`src/rtl/pwm_pkg.sv`:
```
// Shared definitions for the PWM capture block: FSM state encoding and parameter defaults.
package pwm_pkg;

    typedef enum logic [1:0] {
        StIdle = 2'd0,
        StHigh = 2'd1,
        StLow  = 2'd2
    } pwm_state_e;

    // Matches the tone generator's low_count width.
    localparam int unsigned CntWDefault       = 10;
    localparam int unsigned SyncStagesDefault = 2;

endpackage

```
`src/rtl/pwm_edge_sync.sv`:
```
// Synchronizes the asynchronous PWM input and flags rising/falling edges of the
// synchronized level.
module pwm_edge_sync #(
    parameter int unsigned SYNC_STAGES = 2
) (
    input  logic clk,
    input  logic rst,
    input  logic pwm_in,
    output logic s,
    output logic rise,
    output logic fall
);

    logic [SYNC_STAGES-1:0] sync_q, sync_d;
    logic                   prev_q, prev_d;

    always_comb begin
        sync_d = {sync_q[SYNC_STAGES-2:0], pwm_in};
        prev_d = sync_q[SYNC_STAGES-1];
    end

    always_ff @(posedge clk or posedge rst) begin
        if (rst) begin
            sync_q <= '0;
            prev_q <= 1'b0;
        end else begin
            sync_q <= sync_d;
            prev_q <= prev_d;
        end
    end

    assign s    = sync_q[SYNC_STAGES-1];
    assign rise = s & ~prev_q;
    assign fall = ~s & prev_q;

endmodule

```
`src/rtl/pwm_capture.sv`:
```
// Measures high and low phase lengths of a PWM tone in clk cycles and reports each
// complete period; flags silence when a phase runs past the counter range.
module pwm_capture
    import pwm_pkg::*;
#(
    parameter int unsigned CNT_W       = CntWDefault,
    parameter int unsigned SYNC_STAGES = SyncStagesDefault
) (
    input  logic             clk,
    input  logic             rst,
    input  logic             pwm_in,
    output logic [CNT_W-1:0] high_count,
    output logic [CNT_W-1:0] low_count,
    output logic             period_valid,
    output logic             silent
);

    localparam logic [CNT_W-1:0] CntMax = '1;
    localparam logic [CNT_W-1:0] CntOne = CNT_W'(1);

    logic s, rise, fall;

    pwm_edge_sync #(
        .SYNC_STAGES (SYNC_STAGES)
    ) u_edge_sync (
        .clk    (clk),
        .rst    (rst),
        .pwm_in (pwm_in),
        .s      (s),
        .rise   (rise),
        .fall   (fall)
    );

    pwm_state_e       state_q, state_d;
    logic [CNT_W-1:0] hcnt_q, hcnt_d;
    logic [CNT_W-1:0] lcnt_q, lcnt_d;
    logic [CNT_W-1:0] high_count_q, high_count_d;
    logic [CNT_W-1:0] low_count_q, low_count_d;
    logic             period_valid_q, period_valid_d;
    logic             silent_q, silent_d;

    always_comb begin
        state_d        = state_q;
        hcnt_d         = hcnt_q;
        lcnt_d         = lcnt_q;
        high_count_d   = high_count_q;
        low_count_d    = low_count_q;
        period_valid_d = 1'b0;
        silent_d       = silent_q;

        unique case (state_q)
            StIdle: begin
                if (rise) begin
                    state_d = StHigh;
                    hcnt_d  = CntOne;
                    lcnt_d  = '0;
                end
            end
            StHigh: begin
                if (fall) begin
                    state_d = StLow;
                    lcnt_d  = CntOne;
                end else if (s) begin
                    // A saturated counter with no edge means the tone has stopped.
                    if (hcnt_q == CntMax) begin
                        state_d  = StIdle;
                        hcnt_d   = '0;
                        lcnt_d   = '0;
                        silent_d = 1'b1;
                    end else begin
                        hcnt_d = hcnt_q + CntOne;
                    end
                end
            end
            StLow: begin
                if (rise) begin
                    high_count_d   = hcnt_q;
                    low_count_d    = lcnt_q;
                    period_valid_d = 1'b1;
                    silent_d       = 1'b0;
                    hcnt_d         = CntOne;
                    lcnt_d         = '0;
                    state_d        = StHigh;
                end else if (!s) begin
                    if (lcnt_q == CntMax) begin
                        state_d  = StIdle;
                        hcnt_d   = '0;
                        lcnt_d   = '0;
                        silent_d = 1'b1;
                    end else begin
                        lcnt_d = lcnt_q + CntOne;
                    end
                end
            end
            default: begin
                state_d = StIdle;
                hcnt_d  = '0;
                lcnt_d  = '0;
            end
        endcase
    end

    always_ff @(posedge clk or posedge rst) begin
        if (rst) begin
            state_q        <= StIdle;
            hcnt_q         <= '0;
            lcnt_q         <= '0;
            high_count_q   <= '0;
            low_count_q    <= '0;
            period_valid_q <= 1'b0;
            silent_q       <= 1'b1;
        end else begin
            state_q        <= state_d;
            hcnt_q         <= hcnt_d;
            lcnt_q         <= lcnt_d;
            high_count_q   <= high_count_d;
            low_count_q    <= low_count_d;
            period_valid_q <= period_valid_d;
            silent_q       <= silent_d;
        end
    end

    assign high_count   = high_count_q;
    assign low_count    = low_count_q;
    assign period_valid = period_valid_q;
    assign silent       = silent_q;

endmodule

```
`config.mk`:
```
export PLATFORM = sky130hd
export DESIGN_NAME = pwm_capture
export DESIGN_NICKNAME = d
export VERILOG_FILES = /design/src/rtl/pwm_pkg.sv /design/src/rtl/pwm_edge_sync.sv /design/src/rtl/pwm_capture.sv
export SDC_FILE = /design/constraint.sdc
export NUM_CORES = 1
export LEC_CHECK = 0
export CAP_MARGIN = 20
export CORE_ASPECT_RATIO = 0.6
export CORE_MARGIN = 3
export CORE_UTILIZATION = 35
export DETAILED_ROUTE_END_ITERATION = 16
export SLEW_MARGIN = 25
export SYNTH_ARGS = -nofsm -noshare
export SYNTH_HDL_FRONTEND = slang
export SYNTH_SLANG_ARGS = --single-unit
```
`constraint.sdc`:
```
create_clock -name clk -period 3.7 [get_ports clk]
set_clock_uncertainty 0.15 [all_clocks]
set_input_delay 0.37 -clock clk [delete_from_list [all_inputs] [get_ports clk]]
set_output_delay 0.37 -clock clk [all_outputs]
set_load 0.01 [all_outputs]
```
Word level (Yosys, flattened, before mapping)
Index checks and enable logic that the tools add are counted.
{"block": "op_classes", "n_addsub": 2, "n_eq_ne": 12, "mux": 33, "bitwise": 4, "reduce_logical": 7}
{"cell": "10-bit two-way mux", "count": 14}
{"cell": "10-bit case mux with 3 select lines", "count": 2}
{"cell": "10-bit by 1-bit adder with 10-bit output, second input constant", "count": 2}
{"cell": "10-bit equality test, second input constant", "count": 2}
{"cell": "2-bit two-way mux", "count": 7}
{"cell": "5-bit AND reduction", "count": 2}
{"cell": "3-bit != test, second input constant", "count": 3}
{"cell": "1-bit two-way mux", "count": 8}
{"cell": "2-bit != test, second input constant", "count": 3}
{"cell": "2-bit case mux with 3 select lines", "count": 1}
{"cell": "6-bit AND reduction", "count": 1}
{"cell": "4-bit AND reduction", "count": 1}
{"cell": "3-bit by 2-bit != test with 1-bit output, second input constant", "count": 1}
{"cell": "1-bit bitwise AND", "count": 2}
{"cell": "2-bit by 1-bit equality test with 1-bit output, second input constant", "count": 1}
{"cell": "2-bit equality test, second input constant", "count": 1}
{"cell": "2-bit logical NOT", "count": 1}
{"cell": "2-bit by 1-bit != test with 1-bit output, second input constant", "count": 1}
{"cell": "1-bit inverter", "count": 2}
{"cell": "1-bit case mux with 2 select lines", "count": 1}
{"cell": "2-bit AND reduction", "count": 1}
{"cell": "2-bit nonzero test", "count": 1}
{"block": "word_totals", "register_bits": 47, "in_bits": 3, "out_inout_bits": 22, "elab_cells": 67}

Longest topological paths before layout
{"block": "depth", "word_depth": 5, "ltp_mapped": 9, "depth_no_buf": 7}

By module
Synthesis repeated with hierarchy kept, for this count alone.
{"block": "hier_totals", "cells_unflattened": 233, "hier_area_um2": 2436.1}
{"module": "pwm_capture", "n_inst": 1, "cells_each": 227, "area_per_inst_um2": 2342.2, "seq_area_each_um2": 1102.3}
{"module": "pwm_edge_sync", "n_inst": 1, "cells_each": 6, "area_per_inst_um2": 93.8, "seq_area_each_um2": 75.1}

Worst setup path before layout
Ideal clock, no wire load.
{"block": "synth_timing", "path_kind": "register -> register", "start": "register hcnt_q[0]", "end": "register lcnt_q[8]", "setup_ns": 0.066, "arrival_time_ns": 1.889, "t_required_ns": 3.484, "slack_ns": 1.595, "stages_incl_launch_ff": 8, "n_path_buf": 1, "period_less_slack_ns": 2.105, "cell_sequence": "dfrtp_1 -> ha_1 -> nand3_2 -> nor4_4 -> o221ai_2 -> buf_6 -> or4_1 -> nand2_1"}
{"block": "synth_via", "elab_chain_cells": 3}
{"item": "start: declaration", "line": "pwm_capture.sv:35", "rtl": "logic [CNT_W-1:0] hcnt_q, hcnt_d;"}
{"item": "start signal: assignment", "line": "pwm_capture.sv:114", "rtl": "hcnt_q <= hcnt_d;"}
{"item": "10-bit equality test", "line": "pwm_capture.sv:65", "rtl": "if (hcnt_q == CntMax) begin"}
{"item": "3-bit != test (no line)"}
{"item": "4-bit AND reduction (no line)"}
{"item": "end signal: assignment", "line": "pwm_capture.sv:115", "rtl": "lcnt_q <= lcnt_d;"}
{"item": "end: declaration", "line": "pwm_capture.sv:36", "rtl": "logic [CNT_W-1:0] lcnt_q, lcnt_d;"}
No other way between the ends.
A chain may end at the register's enable or synchronous reset.

Worst setup path in the final report
{"block": "layout_timing", "start": "register hcnt_q[0]", "end": "register lcnt_q[9]"}
Same word-level chain as after synthesis.

==> reports/metrics.yaml <==
start_util_pct: 37.0
io_buffer_count: 24
hp-class: "flop to flop"
root_buffer: "clkbuf_8"
fillers: 640
p_leak_nw: 1.27
rsz0062_at_grt: "false"
postCtsHoldBufs: 0
max_slew_margin_pct: 45.3
drive_above_1_share_pct: 6.99
cts.clk_slew.worst_paths_ns: 0.09
synth_area_mm2: 0.00232
synth_nets: 270
setup_tns_ns: 0
holdPathEnd: "u_edge_sync.sync_q[1]"
dr.pass1.iters: 4
critical_path_arrival_ns: 2.60
nets: 294
dp_hpwl_mm: 3.40
yosysUniqueCellTypes: 38
grt_pass1_vias: 1776
crit_path_max_fanout: 20
worstSetupPathType: "flop to flop"
finalHoldViolations: 0
grt_antenna_before_repair: 0
clock.fmax_mhz: 397
worstSetupEndpointType: "flop"
layout_common_cells: "82 x nand2_1, 46 x dfrtp_1, 24 x o21ai_0, 24 x clkdlybuf4s50_1"
rr_worst_depth: 6
start_kind: "flop"
ys_seq_area_share_pct: 50.8
r2r_slack_ns: 1.18
synth.avg_cell_area_um2: 8.89
area_growth_pct: 19.0
min_from: "u_edge_sync.sync_q[0]"
wl_mm: 5.01
powerDensity_mw_per_mm2: 529
cp-startpoint: "hcnt_q[0]"
ys_warn_count: 0
yosys_register_bits: 47
cts_resized: 0
utilization_pct: 44.0
antenna_left: 0
max_cap_violations: 0
viasPerCell: 5.06
crit_chain: "ha_1 > nand3_2 > nor4_4 > o221ai_2 > or4_1 > o21ai_0"
slew_violations: 0
status: "finished, final reports clean"
clk_path_buf_depth: 2
critPathTopFamily: "simple AND/OR/NAND/NOR gates"
diodes: 0
wl_per_cell_um: 13.5
cts_sinks: 47
pin_count: 25
clock_latency_ns: 0.30
cp_slowest_cell: "or4_1"
final_common_cell: "nand2_1"
vias: 1872
grt_pass1_wl_mm: 8.74
syn-instance-count: 261
core_area_mm2: 0.00628
min_period_ns: 2.52
overflow: 0
critPathMaxStageDelay_ns: 0.59
multi_input_area_mm2: 0.00106
reg2reg_to: "lcnt_q[9]"
route.detailed.drc: 0
setup_viol: 0
rows: 22
cts_max_level: 2
tightest_slew_ns: 0.819
min_path_cells: 0
cts_tree: "yes"
cts_made_buffers: 5
path_buf_inv: 0
die_h_um: 69.1
ir_drop_mv: 0.285
required_ns: 3.78
r2r-start: "hcnt_q[0]"
period_share_pct: 68.1
die_area_mm2: 0.00767
place.gp.congestion: 0.859
grt_usage_pct: 13.9
seq_area_mm2: 0.00118
grt_max_degree: 48
fp.dieW_um: 111
drt_iter0_drc: 144
cts_setup_buffers: 0
worst reg2reg max path: cells and delay by family (launching register included):
kind            cells  cell delay (ns)
simple gates        3             1.15
compound gates      2             0.47
flops               1             0.45
fa+ha+maj           1             0.24
per-stage QoR:
stage	setup slack [ns]	power (mW)	hold slack (ns)	cells	area (um2)
after global placement	1.33	1.06	0.185	362	2640
after detailed placement	1.18	1.06	0.192	362	2640
after floorplan	1.60	0.948	0.181	261	2320
after global routing	0.960	1.57	0.234	370	2760
after CTS	1.17	1.48	0.213	370	2760
final	1.18	1.46	0.208	370	2760
area by class of cell:
type / instances / share of cell area (%)
clock inverters: 2 / 1.40
repair buffers: 26 / 9.24
multi-input cells: 193 / 38.2
inverters: 12 / 1.68
flip-flops and latches: 47 / 42.6
well taps: 84 / 3.81
clock buffers: 6 / 2.99
how the worst max path moves through the flow:
stage	endpoint	slack [ns]	cells after the start
after global placement	hcnt_q[6]	1.33	6
after global routing	lcnt_q[9]	0.96	6
after CTS	lcnt_q[9]	1.17	6
after floorplan	lcnt_q[8]	1.60	7
after detailed placement	lcnt_q[9]	1.18	6
final	lcnt_q[9]	1.18	6
registers in the layout, summed over array words and instances, names as in the netlist:
signal / cells
hcnt_q: 10
high_count: 10
lcnt_q: 10
low_count: 10
period_valid: 1
silent: 1
state_q: 2
u_edge_sync.prev_q: 1
u_edge_sync.sync_q: 2
Yosys cell counts:
cell type,number,share of area [%]
nand3_1,11,2.4
o21ai_0,24,5.2
or3_1,1,0.27
nand2_1,82,13
dfstp_2,1,1.1
buf_6,1,0.49
nor2_1,10,1.6
nand2b_1,4,1.1
o21ai_1,1,0.22
nor4_4,2,1.8
o2bb2ai_1,1,0.38
and3b_1,1,0.38
ha_1,6,3.2
nor3_1,9,1.9
nor2b_1,2,0.54
and3_1,1,0.27
a311oi_1,1,0.38
nand3_4,1,0.76
a211oi_1,1,0.32
a21oi_1,4,0.86
inv_1,12,1.9
a21o_1,2,0.65
clkbuf_1,8,1.3
or2_2,1,0.27
o221ai_2,1,0.65
o31ai_1,6,1.9
and4_2,1,0.43
o211ai_1,1,0.32
o22a_1,1,0.38
or4_1,6,1.9
o21bai_1,2,0.65
o21ai_2,1,0.38
nand3_2,1,0.43
nand4_1,1,0.27
o41ai_1,4,1.5
dfrtp_1,46,50
or2_1,2,0.54
a31oi_1,1,0.27
cell families after synthesis:
logic type | share of synthesized area, %
flops | 50.8
fa+ha+maj | 3.24
compound gates | 14.1
simple gates | 28.2
buf+inv | 3.72
per-layer routing:
layer  GRT usage, %  wire, um  vias up
met2           18.3      1900       38
met1           22.2      2860      889
met3           3.42       203        5
met4           4.05        48        0
li1               -         -      940
met5              0         0        -
power by group:
group | total, mW | switching (mW) | internal, mW
logic | 0.434 | 0.267 | 0.167
clock network | 0.405 | 0.182 | 0.222
registers | 0.622 | 0.0565 | 0.566
Power figures use the tool's default switching activity.
